==> config.mk <==
export PLATFORM = sky130hd
export DESIGN_NAME = if_prefetch_unit
export DESIGN_NICKNAME = d
export VERILOG_FILES = /design/src/rtl/cpu_pkg.sv /design/src/rtl/sync_fifo.sv /design/src/rtl/if_prefetch_unit.sv
export SDC_FILE = /design/constraint.sdc
export NUM_CORES = 1
export LEC_CHECK = 0
export BUFFER_PORTS_ARGS = -buffer_cell sky130_fd_sc_hd__buf_2
export CELL_PAD_IN_SITES_DETAIL_PLACEMENT = 1
export CELL_PAD_IN_SITES_GLOBAL_PLACEMENT = 1
export CORE_MARGIN = 3
export CORE_UTILIZATION = 44
export CTS_CLUSTER_SIZE = 24
export DETAILED_ROUTE_END_ITERATION = 7
export PLACE_DENSITY = 0.87
export SYNTH_ARGS = -nofsm -noshare
export SYNTH_HDL_FRONTEND = slang
export SYNTH_SLANG_ARGS = --single-unit
==> constraint.sdc <==
create_clock -name clk -period 4.4 [get_ports clk]
set_clock_uncertainty 0.2 [all_clocks]
set_input_delay 0.22 -clock clk [delete_from_list [all_inputs] [get_ports clk]]
set_output_delay 0.22 -clock clk [all_outputs]
set_load 0.02 [all_outputs]
==> src/rtl/cpu_pkg.sv <==
// Shared types and constants for the RV32I pipeline.
package cpu_pkg;

    localparam int unsigned XLEN = 32;

    // Base opcodes (insn[6:0])
    localparam logic [6:0] OPC_R      = 7'b0110011;
    localparam logic [6:0] OPC_I      = 7'b0010011;
    localparam logic [6:0] OPC_LOAD   = 7'b0000011;
    localparam logic [6:0] OPC_STORE  = 7'b0100011;
    localparam logic [6:0] OPC_BRANCH = 7'b1100011;
    localparam logic [6:0] OPC_LUI    = 7'b0110111;
    localparam logic [6:0] OPC_JAL    = 7'b1101111;

    // addi x0, x0, 0
    localparam logic [31:0] NOP_INSN = 32'h0000_0013;

    // One fetched instruction as held in the prefetch queue.
    typedef struct packed {
        logic [31:0]     insn;
        logic [XLEN-1:0] pc;
        logic            fault;
    } fetch_entry_t;

endpackage

==> src/rtl/sync_fifo.sv <==
// Synchronous FIFO with synchronous clear; pointers carry an extra wrap bit so
// full and empty are distinguishable. Storage is not reset.
module sync_fifo #(
    parameter int unsigned WIDTH = 32,
    parameter int unsigned DEPTH = 4
) (
    input  logic                     clk,
    input  logic                     rst,
    input  logic                     clear,
    input  logic                     push,
    input  logic [WIDTH-1:0]         wdata,
    input  logic                     pop,
    output logic [WIDTH-1:0]         rdata,
    output logic                     full,
    output logic                     empty,
    output logic [$clog2(DEPTH):0]   count
);

    localparam int unsigned AW = $clog2(DEPTH);

    logic [AW:0]      wr_ptr_q, wr_ptr_d;
    logic [AW:0]      rd_ptr_q, rd_ptr_d;
    logic [WIDTH-1:0] mem_q [DEPTH];
    logic             do_push;
    logic             do_pop;

    assign empty = (wr_ptr_q == rd_ptr_q);
    assign full  = (wr_ptr_q[AW] != rd_ptr_q[AW]) &&
                   (wr_ptr_q[AW-1:0] == rd_ptr_q[AW-1:0]);
    assign count = wr_ptr_q - rd_ptr_q;
    assign rdata = mem_q[rd_ptr_q[AW-1:0]];

    // A push at full succeeds when the head leaves in the same cycle.
    assign do_pop  = pop && !empty;
    assign do_push = push && (!full || do_pop);

    // Pointer next-state; clear wins over push/pop.
    always_comb begin
        wr_ptr_d = wr_ptr_q;
        rd_ptr_d = rd_ptr_q;
        if (clear) begin
            wr_ptr_d = '0;
            rd_ptr_d = '0;
        end else begin
            if (do_push) wr_ptr_d = wr_ptr_q + (AW+1)'(1);
            if (do_pop)  rd_ptr_d = rd_ptr_q + (AW+1)'(1);
        end
    end

    // Pointer registers.
    always_ff @(posedge clk or posedge rst) begin
        if (rst) begin
            wr_ptr_q <= '0;
            rd_ptr_q <= '0;
        end else begin
            wr_ptr_q <= wr_ptr_d;
            rd_ptr_q <= rd_ptr_d;
        end
    end

    // Entry storage write.
    always_ff @(posedge clk) begin
        if (do_push && !clear) mem_q[wr_ptr_q[AW-1:0]] <= wdata;
    end

endmodule

==> src/rtl/if_prefetch_unit.sv <==
// Instruction-fetch stage: credit-limited request issue, in-order prefetch queue,
// and redirect handling that drops responses for requests issued before a redirect.
// The queue entry layout follows cpu_pkg::XLEN; override both together.
module if_prefetch_unit
    import cpu_pkg::*;
#(
    parameter int unsigned     XLEN     = cpu_pkg::XLEN,
    parameter int unsigned     DEPTH    = 4,
    parameter logic [XLEN-1:0] RESET_PC = '0
) (
    input  logic            clk,
    input  logic            rst,
    output logic            im_req_valid,
    input  logic            im_req_ready,
    output logic [XLEN-1:0] im_req_addr,
    input  logic            im_rsp_valid,
    input  logic [31:0]     im_rsp_data,
    input  logic            im_rsp_err,
    output logic            id_valid,
    input  logic            id_ready,
    output logic [31:0]     id_ir,
    output logic [XLEN-1:0] id_pc,
    output logic            id_fault,
    input  logic            redirect_valid,
    input  logic [XLEN-1:0] redirect_pc
);

    localparam int unsigned CntW = $clog2(DEPTH) + 1;

    logic [XLEN-1:0] pc_q, pc_d;
    logic [XLEN-1:0] rsp_pc_q, rsp_pc_d;
    logic [CntW-1:0] outstanding_q, outstanding_d;
    logic [CntW-1:0] drop_cnt_q, drop_cnt_d;
    logic [CntW-1:0] fifo_count;
    logic            fifo_empty;
    logic            fifo_full_unused;
    logic            credit_ok;
    logic            req_fire;
    logic            rsp_drop;
    logic            fifo_push;
    logic            fifo_pop;
    logic [XLEN-1:0] redirect_target;
    logic            unused_redirect_lsb;
    fetch_entry_t    push_entry;
    fetch_entry_t    head_entry;

    assign redirect_target     = {redirect_pc[XLEN-1:2], 2'b00};
    assign unused_redirect_lsb = ^redirect_pc[1:0];

    // Every issued request is guaranteed a queue slot, so responses are never stalled.
    assign credit_ok    = ({1'b0, fifo_count} + {1'b0, outstanding_q}) < (CntW+1)'(DEPTH);
    assign im_req_valid = !rst && !redirect_valid && credit_ok;
    assign im_req_addr  = pc_q;
    assign req_fire     = im_req_valid && im_req_ready;

    assign rsp_drop   = im_rsp_valid && (drop_cnt_q != '0);
    assign fifo_push  = im_rsp_valid && !rsp_drop && !redirect_valid;
    assign fifo_pop   = !fifo_empty && id_ready && !redirect_valid;
    assign push_entry = '{insn: im_rsp_data, pc: rsp_pc_q, fault: im_rsp_err};

    sync_fifo #(
        .WIDTH ($bits(fetch_entry_t)),
        .DEPTH (DEPTH)
    ) u_queue (
        .clk   (clk),
        .rst   (rst),
        .clear (redirect_valid),
        .push  (fifo_push),
        .wdata (push_entry),
        .pop   (fifo_pop),
        .rdata (head_entry),
        .full  (fifo_full_unused),
        .empty (fifo_empty),
        .count (fifo_count)
    );

    // Decode-side view of the queue head; NOP and the next expected PC when empty.
    always_comb begin
        id_valid = !fifo_empty;
        id_ir    = NOP_INSN;
        id_pc    = rsp_pc_q;
        id_fault = 1'b0;
        if (!fifo_empty) begin
            id_ir    = head_entry.insn;
            id_pc    = head_entry.pc;
            id_fault = head_entry.fault;
        end
    end

    // Next-state for fetch PC, response PC, in-flight count and drop count.
    always_comb begin
        pc_d          = pc_q;
        rsp_pc_d      = rsp_pc_q;
        outstanding_d = outstanding_q;
        drop_cnt_d    = drop_cnt_q;

        unique case ({req_fire, im_rsp_valid})
            2'b10:   outstanding_d = outstanding_q + CntW'(1);
            2'b01:   outstanding_d = outstanding_q - CntW'(1);
            default: outstanding_d = outstanding_q;
        endcase

        if (redirect_valid) begin
            // Everything still in flight after this cycle belongs to the old path.
            pc_d       = redirect_target;
            rsp_pc_d   = redirect_target;
            drop_cnt_d = outstanding_d;
        end else begin
            if (req_fire)  pc_d       = pc_q + XLEN'(4);
            if (fifo_push) rsp_pc_d   = rsp_pc_q + XLEN'(4);
            if (rsp_drop)  drop_cnt_d = drop_cnt_q - CntW'(1);
        end
    end

    // Fetch state registers.
    always_ff @(posedge clk or posedge rst) begin
        if (rst) begin
            pc_q          <= RESET_PC;
            rsp_pc_q      <= RESET_PC;
            outstanding_q <= '0;
            drop_cnt_q    <= '0;
        end else begin
            pc_q          <= pc_d;
            rsp_pc_q      <= rsp_pc_d;
            outstanding_q <= outstanding_d;
            drop_cnt_q    <= drop_cnt_d;
        end
    end

endmodule

### Word level (Yosys, flattened, before mapping)

Memories as Yosys holds them, arrays and structs flattened.
Index checks and enable logic that the tools add are counted.

* register bits after elaboration: 76
* memory bits (writable): 260
* input port bits: 71
* output and inout port bits: 99
* logic and storage cells: 62
* memories: 1

Memory list
* u_queue.mem_q: words 4, width 65, rd ports 1, clocked after memory_dff 0, wr ports 1, line sync_fifo.sv:23 `logic [WIDTH-1:0] mem_q [DEPTH];`

* $add $sub $neg: 9
* $lt $le $gt $ge: 1
* equal/unequal tests: 5
* mux-type cells: 16
* reduce and logical (&&, ||, !) cells: 24

Operators with widths (count)
* 32-bit 2-to-1 mux: 6
* 32-bit by 3-bit adder with 32-bit output (second input constant): 2
* 3-bit 2-to-1 mux: 6
* 1-bit logical AND: 12
* 2-bit nonzero test: 5
* 3-bit by 1-bit adder with 3-bit output (second input constant): 3
* 3-bit one-hot mux with 2 select lines: 1
* 3-bit by 1-bit subtractor with 3-bit output (second input constant): 2
* 1-bit zero test: 5
* 3-bit by 3-bit adder with 4-bit output: 1
* 4-bit by 3-bit less-than comparator with 1-bit output (second input constant): 1
* 3-bit equality test: 1
* 1-bit 2-to-1 mux: 3
* 3-bit nonzero test: 1
* 3-bit subtractor: 1
* 2-bit by 1-bit equality test with 1-bit output (second input constant): 1
* 2-bit equality test: 1
* 2-bit equality test (second input constant): 1
* 1-bit logical OR: 1
* 1-bit != test: 1

### Longest topological paths before layout

Gate-level depths: netlist (run 1).

* depth after elaboration: 10
* depth in mapped cells: 20
* depth with buffers taken out: 17

### Hierarchy

A second synthesis (run 1) with hierarchy kept.

* cell total of the unflattened synthesis: 887
* area, all modules: 14287.5 um^2

By module, submodules not included
* sync_fifo: instances 1, cells each 394, area each 9857.0 um^2, seq. area each 7957.6 um^2
* if_prefetch_unit: instances 1, cells each 493, area each 4430.5 um^2, seq. area each 1651.6 um^2

### Worst setup path after synthesis (run 1)

Ideal clock, no wire load.

* path kind: register to register
* from: register u_queue.rd_ptr_q[1]
* to: memory u_queue.mem_q[3][0] (netlist bit) (enable)
* setup time: 0.429 ns
* arrival: 3.539 ns
* data required time: 3.771 ns
* slack: 0.232 ns
* stages on the path, launching flop included: 9
* buffers on the path: 2
* clock period less this slack: 4.168 ns
* cells stage by stage: dfrtp_1 clkbuf_1 clkbuf_1 inv_1 ha_1 nand2_1 nor3_1 nor3_1 and2_1

* word-level cells in the longest chain between the ends: 10
* elaborated cells between the ends (all ways): 13
* those cells by class: eq/ne (2); mux (2); reduce/logical (9)

Ends and longest elaborated chain
* start: declaration: line sync_fifo.sv:22 `logic [AW:0] rd_ptr_q, rd_ptr_d;`
* start signal: assignment: line sync_fifo.sv:57 `rd_ptr_q <= rd_ptr_d;`
* 3-bit equality test: line sync_fifo.sv:27 `assign empty = (wr_ptr_q == rd_ptr_q);`
* 1-bit zero test: line sync_fifo.sv:34, if_prefetch_unit.sv:58
* 1-bit logical AND (2 in a row): line if_prefetch_unit.sv:58 `assign fifo_pop = !fifo_empty && id_ready && !redirect_valid;`
* 1-bit logical AND: line sync_fifo.sv:34 `assign do_pop = pop && !empty;`
* 1-bit logical OR *: line sync_fifo.sv:35 `assign do_push = push && (!full || do_pop);`
* 1-bit logical AND *: line sync_fifo.sv:35
* 1-bit logical AND *: line sync_fifo.sv:63 `if (do_push && !clear) mem_q[wr_ptr_q[AW-1:0]] <= wdata;`
* 1-bit 2-to-1 mux *: line sync_fifo.sv:63
* 1-bit 2-to-1 mux (not written as such) *: line sync_fifo.sv:63
* end: declaration: line sync_fifo.sv:23

Mark *: on every way between the ends. The rest lies on a longest branch, timed or not.

### Worst setup path in the final report (run 1)

* from: register u_queue.wr_ptr_q[0]
* to: register drop_cnt_q[2]

* word-level cells in the longest chain between the ends: 8
* elaborated cells between the ends (all ways): 9
* those cells by class: add/sub (2); order compare (1); eq/ne (2); mux (2); reduce/logical (2)

Ends and longest elaborated chain
* start: declaration: line sync_fifo.sv:21 `logic [AW:0] wr_ptr_q, wr_ptr_d;`
* start signal: assignment: line sync_fifo.sv:56 `wr_ptr_q <= wr_ptr_d;`
* 3-bit subtractor *: line sync_fifo.sv:30 `assign count = wr_ptr_q - rd_ptr_q;`
* 3-bit by 3-bit adder with 4-bit output *: line if_prefetch_unit.sv:51 `assign credit_ok = ({1'b0, fifo_count} + {1'b0, outstanding_q}) < (CntW+1)'(DEPTH);`
* 4-bit by 3-bit less-than comparator with 1-bit output *: line if_prefetch_unit.sv:51
* 1-bit logical AND *: line if_prefetch_unit.sv:52 `assign im_req_valid = !rst && !redirect_valid && credit_ok;`
* 1-bit logical AND *: line if_prefetch_unit.sv:54 `assign req_fire = im_req_valid && im_req_ready;`
* 2-bit by 1-bit equality test with 1-bit output / 2-bit equality test (equally long branches): line if_prefetch_unit.sv:97 `unique case ({req_fire, im_rsp_valid})`
* 3-bit one-hot mux with 2 select lines *: line if_prefetch_unit.sv:97
* net outstanding_d[2]: line if_prefetch_unit.sv:32 `logic [CntW-1:0] outstanding_q, outstanding_d;`
* 3-bit 2-to-1 mux *: line if_prefetch_unit.sv:103 `if (redirect_valid) begin`
* end signal: assignment: line if_prefetch_unit.sv:126 `drop_cnt_q <= drop_cnt_d;`
* end: declaration: line if_prefetch_unit.sv:33 `logic [CntW-1:0] drop_cnt_q, drop_cnt_d;`

The timed path passes the listed nets; every way through them passes the cells marked *.
A chain may end at the register's enable or synchronous reset.

==> results of run 1 <==
-- per-layer routing --
layer	share of wire	wire, um
met1	0.40	14670
met2	0.51	18810
met3	0.066	2415
met4	0.022	814
met5	0	0
-- area by class of cell --
class | count | area, um^2
inverter | 17 | 66.31
fill | 3003 | 13920
timing repair buffer | 247 | 1669
tap | 396 | 495.5
sequential | 324 | 9374
multi-input combinational | 531 | 4339
clock inverter | 12 | 83.83
clock buffer | 47 | 960.9
-- worst paths after layout --
check,startpoint,end,slack [ns],cells after the start
worst min register to register,outstanding_q[0]$_DFF_PP0_,outstanding_q[0]$_DFF_PP0_,0.34,1
max in group asynchronous,rst,rsp_pc_q[19]$_DFFE_PP0N_,2.77,4
worst max-delay path,u_queue.wr_ptr_q[0]$_DFFE_PP0P_,drop_cnt_q[2]$_DFFE_PP0P_,0.73,16
worst max register to register,u_queue.wr_ptr_q[0]$_DFFE_PP0P_,drop_cnt_q[2]$_DFFE_PP0P_,0.73,16
worst min-delay path,im_req_ready,im_req_addr[30]$_DFFE_PP0N_,0.23,4
min in group asynchronous,rst,u_queue.rd_ptr_q[1]$_DFFE_PP0P_,0.27,3
-- repair_timing --
item                      4_1_cts  5_1_grt
hold buffers                   69        0
hold endpoints to repair      235        0
resized for setup               0        0
-- registers in the layout (all words and copies together), names as in the netlist --
register,cells
im_req_addr,30
drop_cnt_q,3
u_queue.wr_ptr_q,3
outstanding_q,3
rsp_pc_q,30
u_queue.rd_ptr_q,3
u_queue.mem_q,252
-- power by group --
| part | internal, uW | leakage, uW | switching, uW |
|---|---|---|---|
| Sequential | 3500 | 0.00312 | 200 |
| Clock | 1580 | 0.000509 | 1140 |
| Combinational | 930 | 0.00258 | 1580 |
-- per-stage QoR --
| stage | cells | instance area (um^2) | total power, uW | setup slack, ns |
|---|---|---|---|---|
| 2_1_floorplan | 915 | 13970 | 5343 | 0.2317 |
| 3_3_place_gp | 1446 | 15250 | 6140 | 0.8658 |
| 3_5_place_dp | 1446 | 15250 | 6238 | 0.7230 |
| 4_1_cts | 1574 | 16990 | 9031 | 0.6745 |
| 5_1_grt | 1574 | 16990 | 9405 | 0.4669 |
| 6_report | 1574 | 16990 | 8943 | 0.7317 |
-- placed cells by master, fill, tap and decap left out, types with 5 or more instances in the layout --
master and instances:
xnor2_1 26, a21oi_1 9, inv_1 14, dfrtp_1 70, dlygate4sd3_1 69, mux2i_1 5
nand4_1 28, buf_2 163, mux4_2 63, and3_1 8, edfxtp_1 252, nand2b_1 8
and2_1 32, nand3_1 27, buf_4 11, o21ai_0 18, nand2_1 135, ha_1 14
nor2_1 21, a21boi_0 12, mux2_2 19, xor2_1 30, nor3_1 16, nor4_1 9
clkbuf_16 35, clkinv_1 6, clkbuf_1 8
-- cell families after synthesis --
| kind of cell | count (synthesis) | synth area share |
|---|---|---|
| buffers and inverters | 60 | 0.01901 |
| muxes | 87 | 0.1206 |
| AOI/OAI and AO/OA | 58 | 0.02699 |
| adders and majority gates | 16 | 0.01542 |
| other | 1 | 0.0002687 |
| and+or+nand+nor | 310 | 0.1112 |
| DFF | 324 | 0.6714 |
| xor gates and xnor gates | 56 | 0.03515 |
-- worst reg2reg max path, delay by kind of cell, from the launching register on --
family | cells | cell delay (ns)
fa+ha+maj | 5 | 1.52
simple gates | 4 | 0.54
buf+inv | 4 | 0.49
flops | 1 | 0.42
xor+xnor | 2 | 0.36
compound gates | 1 | 0.07
==> results.sh, run 1 <==
export IMPL_cts_htree_levels=2
export IMPL_crit_buf_inv=4
export IMPL_drc=0
export IMPL_drtPass1Iterations=5
export IMPL_power_density_nw_per_um2=526.4
export IMPL_worstPathCellList="inv_1 -> ha_1 -> inv_1 -> fa_1 -> ha_1 -> nand3b_1 -> and4_1 -> inv_4 -> ha_1 -> inv_1 -> fa_1 -> xor2_1 -> nor2_1 -> xor2_1 -> nand2_1 -> o21ai_0"
export IMPL_nNetsFinal=1243
export IMPL_antenna_found_initial=0
export IMPL_dominantRegCellSynth="edfxtp_1"
export IMPL_endpoint_kind="flip-flop"
export IMPL_synth_warnings=0
export IMPL_syn_area_um2=13950
export IMPL_wl_per_cell_um=23.32
export IMPL_finalSetupViolCount=0
export IMPL_irDropWorstVdd_uv=273.7
export IMPL_root_buffer="clkbuf_16"
export IMPL_async_reset_ff_frac=0.2222
export IMPL_viasPerCell=5.693
export IMPL_synth_top_area_frac=0.5423
export IMPL_use_met1=0.2838
export IMPL_cts_buffers=35
export IMPL_post_cts_repair_setup_buffers=0
export IMPL_core_area_um2=30910
export IMPL_maxCapViolations=0
export IMPL_fin_hold_ws_ns=0.2341
export IMPL_insertion_delay_ns=0.50
export IMPL_ant_nets=0
export IMPL_ys_seq_elements=324
export IMPL_diodes=0
export IMPL_area_growth_synth_to_final_pct=21.74
export IMPL_synthCells=912
export IMPL_grt_busiest_layer="met2"
export IMPL_grt_pass1_vias=9823
export IMPL_fmax_mhz=272.6
export IMPL_die_h_um=184.1
export IMPL_cp_slowest_cell="fa_1"
export IMPL_min_period_ns=3.668
export IMPL_die_w_um=184.1
export IMPL_gp_congestion=0.8593
export IMPL_hp_class="in -> reg"
export IMPL_cts_path_max_buffers=3
export IMPL_synth_cell_types=47
export IMPL_max_stage_delay_ns=0.45
export IMPL_grt_ovfl_total=0
export IMPL_setup_tns_final_ns=0
export IMPL_synth_top_cells_by_area="edfxtp_1, dfrtp_1, mux4_2"
export IMPL_row_count=64
export IMPL_grt_first_pass_wirelength_mm=57.20
export IMPL_ys_top_cells_by_count="edfxtp_1, nand2_1, dfrtp_1"
export IMPL_cp_start_kind="flip-flop"
export IMPL_finalCritPeriodShare=0.8337
export IMPL_drt_total_wl_mm=36.71
export IMPL_crit_arrival_ns=3.89
export IMPL_rsz0062_at_grt="no"
export IMPL_dp_hpwl_mm=22.53
export IMPL_timing_critical_path_max_delay_family="adder cells"
export IMPL_dr_total_vias=8961
export IMPL_drive_above_1_share=0.2776
export IMPL_met2_usage=0.3844
export IMPL_cellLeakagePower_uw=0.006207
export IMPL_path_max_fanout=25
export IMPL_status="complete, no violations"
export IMPL_io_pin_count=170
export IMPL_path_class="reg -> reg"
export IMPL_synth_edff_count=252
export IMPL_grt_max_degree=66
export IMPL_hold_viol_final=0
export IMPL_io_buffers=163
export IMPL_initial_core_util=0.4515
export IMPL_synth_top_area_cell="edfxtp_1"
export IMPL_relSlewSlack=0.3516
export IMPL_clkTransAtPathRegs_ns=0.06
export IMPL_final_util=0.5496
export IMPL_die_area_um2=33890
export IMPL_drt_iter0_drc=610
export IMPL_grt_util_met3=0.03937
export IMPL_ys_seq_area_frac=0.6714
export IMPL_synth_most_common_cell="edfxtp_1"
export IMPL_timing_final_max_slew_violations=0
export IMPL_max_slew_worst_pin_slew_ns=0.9726
export IMPL_track_usage=0.2187
export IMPL_required_ns=4.62
export IMPL_clock_sinks=324
export IMPL_syn_avg_cell_area_um2=15.30
export IMPL_cts_tree="built"
No activity file was read; power rests on OpenSTA's default activity.
==> run 2, diff against run 1 <==
- CORE_UTILIZATION: 44 -> 49
- PLACE_DENSITY: 0.87 -> 0.91
- clock period: 4.4 -> 3.8 ns (I/O delays scaled with it)
==> run 2 against run 1 <==
Clock power increased by 26%; worst hold slack got worse by 0.15 ns; die area decreased by 9.9%; utilization increased by 6.3 points; combinational power increased by 17%; critical endpoint unchanged; sequential cell count unchanged; setup slack got worse by 0.45 ns; cell area increased by 0.71%; cell count decreased by 0.89%; critical path depth unchanged.
==> results.sh, run 2 (same netlist as run 1, synthesis figures left out) <==
export IMPL_internal_power_uw=7239
export IMPL_rsz0062_at_grt="no"
export IMPL_relSlewSlack=0.3603
export IMPL_path_max_fanout=5
export IMPL_drt_total_wl_mm=36.77
export IMPL_endpoint_kind="flip-flop"
export IMPL_dp_cells=1431
export IMPL_power_density_nw_per_um2=623.0
export IMPL_finalSetupViolCount=0
export IMPL_required_ns=4.01
export IMPL_cts_path_max_buffers=3
export IMPL_drt_iter0_drc=633
export IMPL_cts_htree_levels=2
export IMPL_final_common_cell="edfxtp_1"
export IMPL_cp_slowest_cell="dfrtp_1"
export IMPL_fill_cells=2663
export IMPL_final_cell_mix="edfxtp_1, buf_2, nand2_1"
export IMPL_maxCapViolations=0
export IMPL_grt_first_pass_wirelength_mm=58.17
export IMPL_path_class="reg -> reg"
export IMPL_die_w_um=174.8
export IMPL_dr_total_vias=8914
export IMPL_initial_core_util=0.4996
export IMPL_io_pin_count=170
export IMPL_switching_power_uw=3419
export IMPL_drtPass1Iterations=5
export IMPL_drc=0
export IMPL_diodes=0
export IMPL_hp_class="in -> async"
export IMPL_stdcell_count=1560
export IMPL_insertion_delay_ns=0.52
export IMPL_dp_hpwl_mm=22.43
export IMPL_combPwrFrac=0.275
export IMPL_largest_register_ffs=252
export IMPL_fmax_mhz=284.3
export IMPL_drive_above_1_share=0.2826
export IMPL_setup_tns_final_ns=0
export IMPL_nNetsFinal=1244
export IMPL_grt_ovfl_total=0
export IMPL_ant_nets=0
export IMPL_die_h_um=174.8
export IMPL_root_buffer="clkbuf_16"
export IMPL_grt_max_degree=66
export IMPL_post_cts_repair_setup_buffers=0
export IMPL_gp_congestion=0.8736
export IMPL_min_period_ns=3.518
export IMPL_irDropWorstVdd_uv=321.9
export IMPL_max_slew_worst_pin_slew_ns=0.9595
export IMPL_antenna_found_initial=0
export IMPL_timing_critical_path_max_delay_family="adder cells"
export IMPL_crit_buf_inv=4
export IMPL_grt_pass1_vias=10053
export IMPL_wl_per_cell_um=23.57
export IMPL_cts_tree="built"
export IMPL_finalCritPeriodShare=0.9258
export IMPL_crit_arrival_ns=3.73
export IMPL_viasPerCell=5.714
export IMPL_timing_final_max_slew_violations=0
export IMPL_clock_sinks=324
export IMPL_cpMostUsedCell="ha_1"
export IMPL_track_usage=0.2449
export IMPL_cp_start_kind="flip-flop"
export IMPL_clkTransAtPathRegs_ns=0.06
export IMPL_worstPathCellList="inv_2 -> ha_1 -> inv_1 -> fa_1 -> ha_1 -> nand3b_1 -> and4_1 -> inv_4 -> ha_1 -> inv_1 -> fa_1 -> xor2_1 -> nor2_1 -> xor2_1 -> nand2_1 -> o21ai_0"
export IMPL_max_stage_delay_ns=0.45
export IMPL_io_buffers=163
export IMPL_clock_power_share=0.323
export IMPL_status="complete, no violations"
export IMPL_area_growth_synth_to_final_pct=22.60
export IMPL_p_seq_frac=0.402
export IMPL_hold_viol_final=0
export IMPL_fin_hold_ws_ns=0.08159
export IMPL_die_area_um2=30540
export IMPL_core_area_um2=27930
export IMPL_cts_buffers=35
export IMPL_sw_frac_of_total=0.3208
export IMPL_row_count=61
export IMPL_cellLeakagePower_uw=0.006271
[run 2: cell types whose count changed in the layout (fill, tap and decap cells not counted), moves of 2 or more]
cell and delta:
bufinv_16 +3, buf_12 +2, clkbuf_16 +2, clkbuf_8 -2, dlygate4sd3_1 -2
[run 2: cell type report]
type / count / area (um^2) / share of cell area
sequential: 324 / 9374 / 0.5479
tap: 378 / 473.0 / 0.02764
multi-input combinational: 531 / 4339 / 0.2536
clock buffer: 49 / 994.7 / 0.05814
inverter: 17 / 66.31 / 0.003876
timing repair buffer: 248 / 1700 / 0.09939
clock inverter: 13 / 161.4 / 0.009434
[run 2: per-layer routing]
layer  vias up  share of wire  GRT usage
li1       3937              -          -
met1      4566           0.41     0.3217
met2       349           0.50     0.4175
met3        62          0.064    0.05020
met4         0          0.023    0.07081
met5         -              0          0
[run 2: metrics by stage]
| step | util | area (um^2) | setup WS, ns | power (uW) |
|---|---|---|---|---|
| floorplan | - | 13980 | 0.03557 | 6186 |
| global placement | 0.5469 | 15280 | 0.4365 | 7095 |
| detailed placement | 0.5469 | 15280 | 0.2823 | 7219 |
| CTS | 0.6123 | 17110 | 0.1348 | 10740 |
| global route | 0.6125 | 17110 | 0.02729 | 11180 |
| finish | 0.6125 | 17110 | 0.2821 | 10660 |
[run 2: worst paths after layout]
check / cells past startpoint / slack [ns] / end / startpoint
hold / removal: 3 / 0.08 / im_req_addr[2]$_DFFE_PP0N_ / rst
min in group clk: 2 / 0.23 / u_queue.mem_q[2][58]$_DFFE_PP_ / im_rsp_data[25]
hold reg to reg: 1 / 0.33 / outstanding_q[2]$_DFF_PP0_ / outstanding_q[2]$_DFF_PP0_
setup reg to reg: 16 / 0.28 / drop_cnt_q[2]$_DFFE_PP0P_ / u_queue.wr_ptr_q[0]$_DFFE_PP0P_
max in group asynchronous: 4 / 2.28 / rsp_pc_q[27]$_DFFE_PP0N_ / rst
setup / recovery: 16 / 0.28 / drop_cnt_q[2]$_DFFE_PP0P_ / u_queue.wr_ptr_q[0]$_DFFE_PP0P_
[run 2: worst register-to-register path: cells and delay by family (launching register included)]
| family | cells | cell delay (ns) |
|---|---|---|
| compound gates | 1 | 0.09 |
| flops | 1 | 0.45 |
| buf+inv | 4 | 0.33 |
| xor+xnor | 2 | 0.35 |
| simple gates | 4 | 0.54 |
| fa+ha+maj | 5 | 1.47 |
[run 2: power by group through the flow]
| stage | Combinational [uW] | Clock (uW) | Sequential (uW) |
|---|---|---|---|
| final | 2930 | 3440 | 4290 |
| after global routing | 3190 | 3670 | 4310 |
| after CTS | 2960 | 3500 | 4280 |
| after detailed placement | 2870 | 0 | 4350 |
| after global placement | 2780 | 0 | 4320 |
| after floorplan | 1870 | 0 | 4310 |
[run 2: repair_timing]
action	4_1_cts	5_1_grt
hold buffers	67	0
endpoints found under the hold margin	218	0
resized for setup	0	2
endpoints found under the setup margin	0	4
==> run 3, diff against run 2 <==
- BUFFER_PORTS_ARGS: -buffer_cell sky130_fd_sc_hd__buf_2 -> -buffer_cell sky130_fd_sc_hd__buf_4
- RECOVER_POWER: unset -> 50
==> run 3 against run 2 <==
The run now ends with max-capacitance violations, max-slew violations left; clock power rose by 3%; power rose by 3.0%; die area did not move; sequential power barely moved; combinational power rose by 7.8%; sequential cell count did not move; critical path depth did not move; register-to-register slack improved by 0.03 ns; clock-buffer cell count fell by 3; first-iteration DRC count rose by 7.6%; fmax rose by 0.84%; non-clock buffer count fell by 3; highest routed layer unchanged.
==> results.sh, run 3 (same netlist as run 1, synthesis figures left out) <==
export IMPL_status="finished, violations left"
export IMPL_failed_checks="max-capacitance violations, max-slew violations"
export IMPL_fmax_mhz=286.7
export IMPL_drtPass1Iterations=5
export IMPL_nNetsFinal=1242
export IMPL_final_cell_mix="edfxtp_1, nand2_1, buf_4"
export IMPL_antenna_found_initial=0
export IMPL_root_buffer="clkbuf_16"
export IMPL_gp_congestion=0.8370
export IMPL_drt_total_wl_mm=37.34
export IMPL_drive_above_1_share=0.2254
export IMPL_die_w_um=174.8
export IMPL_place_area_um2=15640
export IMPL_maxCapViolations=2
export IMPL_required_ns=4.00
export IMPL_final_area_um2=17290
export IMPL_cts_path_max_buffers=3
export IMPL_viasPerCell=5.751
export IMPL_dr_total_vias=8960
export IMPL_initial_core_util=0.4996
export IMPL_final_common_cell="edfxtp_1"
export IMPL_clock_sinks=324
export IMPL_track_usage=0.2475
export IMPL_cts_buffers=35
export IMPL_ant_nets=0
export IMPL_r2r_start="u_queue.wr_ptr_q[0]$_DFFE_PP0P_"
export IMPL_endpoint="drop_cnt_q[2]$_DFFE_PP0P_"
export IMPL_crit_arrival_ns=3.69
export IMPL_grt_max_degree=66
export IMPL_r2r_end="drop_cnt_q[2]$_DFFE_PP0P_"
export IMPL_area_growth_synth_to_final_pct=23.87
export IMPL_hp_class="in -> reg"
export IMPL_relSlewSlack=-0.3026
export IMPL_cts_tree="built"
export IMPL_rrSetupSlack_ns=0.31
export IMPL_cp_start_kind="flip-flop"
export IMPL_insertion_delay_ns=0.50
export IMPL_setup_tns_final_ns=0
export IMPL_grt_ovfl_total=0
export IMPL_max_slew_worst_pin_slew_ns=1.954
export IMPL_core_area_um2=27930
export IMPL_finalSetupViolCount=0
export IMPL_hold_viol_final=0
export IMPL_io_buffers=163
export IMPL_cts_htree_levels=2
export IMPL_grt_pass1_vias=9931
export IMPL_min_period_ns=3.488
export IMPL_drc=0
export IMPL_irDropWorstVdd_uv=294.5
export IMPL_path_class="reg -> reg"
export IMPL_row_count=61
export IMPL_power_density_nw_per_um2=635.1
export IMPL_endpoint_kind="flip-flop"
export IMPL_io_pin_count=170
export IMPL_cellLeakagePower_uw=0.006146
export IMPL_die_area_um2=30540
export IMPL_clkTransAtPathRegs_ns=0.06
export IMPL_path_max_fanout=13
export IMPL_rsz0062_at_grt="no"
export IMPL_largest_register_ffs=252
export IMPL_r2r_cells=16
export IMPL_finalCritPeriodShare=0.9180
export IMPL_dp_hpwl_mm=22.65
export IMPL_die_h_um=174.8
export IMPL_timing_final_max_slew_violations=70
export IMPL_grt_first_pass_wirelength_mm=58.57
export IMPL_cp_startpoint="u_queue.wr_ptr_q[0]$_DFFE_PP0P_"
export IMPL_drt_iter0_drc=681
export IMPL_final_util=0.6188
export IMPL_wl_per_cell_um=23.97
export IMPL_diodes=0
[run 3: worst max-delay path, cell delays in order (launching register included)]
cell      delay, ns
dfrtp_1        0.42
inv_2          0.07
ha_1           0.18
inv_1          0.07
fa_1           0.43
ha_1           0.29
nand3b_1       0.10
and4_4         0.23
clkinv_4       0.11
ha_2           0.20
inv_1          0.05
fa_1           0.38
xor2_1         0.15
nor2_1         0.12
xor2_1         0.20
nand2_1        0.07
o21ai_0        0.12
[run 3: where the power goes]
part	total [uW]	internal (uW)	switching, uW
Combinational	3160	1290	1870
Clock	3530	2170	1360
Sequential	4290	4060	232
[run 3: what timing repair did]
action,in CTS,in global routing
gates resized for setup,0,7
hold buffers,68,0
setup endpoints to repair,0,5
hold endpoints to repair,219,0
buffers inserted,0,1
[run 3: layout make-up]
cell class | count | area (um^2)
Multi-Input combinational cell | 531 | 4332
Timing Repair Buffer | 245 | 1824
Sequential cell | 324 | 9374
Inverter | 17 | 68.82
Clock inverter | 16 | 186.4
Fill cell | 2623 | 10650
Clock buffer | 46 | 1022
Tap cell | 378 | 473.0
Timing Repair inverter | 1 | 5.005
[run 3: per-layer routing]
layer | global-route usage | vias up | routed length [um]
li1 | - | 3926 | -
met1 | 0.3235 | 4629 | 15130
met2 | 0.4325 | 340 | 19200
met3 | 0.04085 | 65 | 2134
met4 | 0.06815 | 0 | 875
met5 | 0 | - | 0
[run 3: how the worst min path moves through the flow]
stage / depth (start not counted) / slack, ns / endpoint / from
6_report: 4 / 0.10 / im_req_addr[6]$_DFFE_PP0N_ / im_req_ready
3_5_place_dp: 2 / 0.06 / u_queue.wr_ptr_q[0]$_DFFE_PP0P_ / rst
5_1_grt: 4 / 0.12 / im_req_addr[6]$_DFFE_PP0N_ / im_req_ready
2_1_floorplan: 0 / 0.09 / u_queue.mem_q[0][0]$_DFFE_PP_ / im_rsp_err
3_3_place_gp: 2 / 0.05 / u_queue.wr_ptr_q[1]$_DFFE_PP0P_ / rst
4_1_cts: 3 / 0.09 / rsp_pc_q[6]$_DFFE_PP0N_ / rst
[run 3: stage by stage]
stage	total power, uW	hold slack (ns)	cells	setup slack, ns
finish	10980	0.1014	1558	0.3116
global route	11490	0.1232	1558	0.02119
CTS	11110	0.09338	1556	0.08922
detailed placement	7512	0.06180	1426	0.09579
global placement	7369	0.05442	1426	0.2856
floorplan	6186	0.08887	915	0.03557
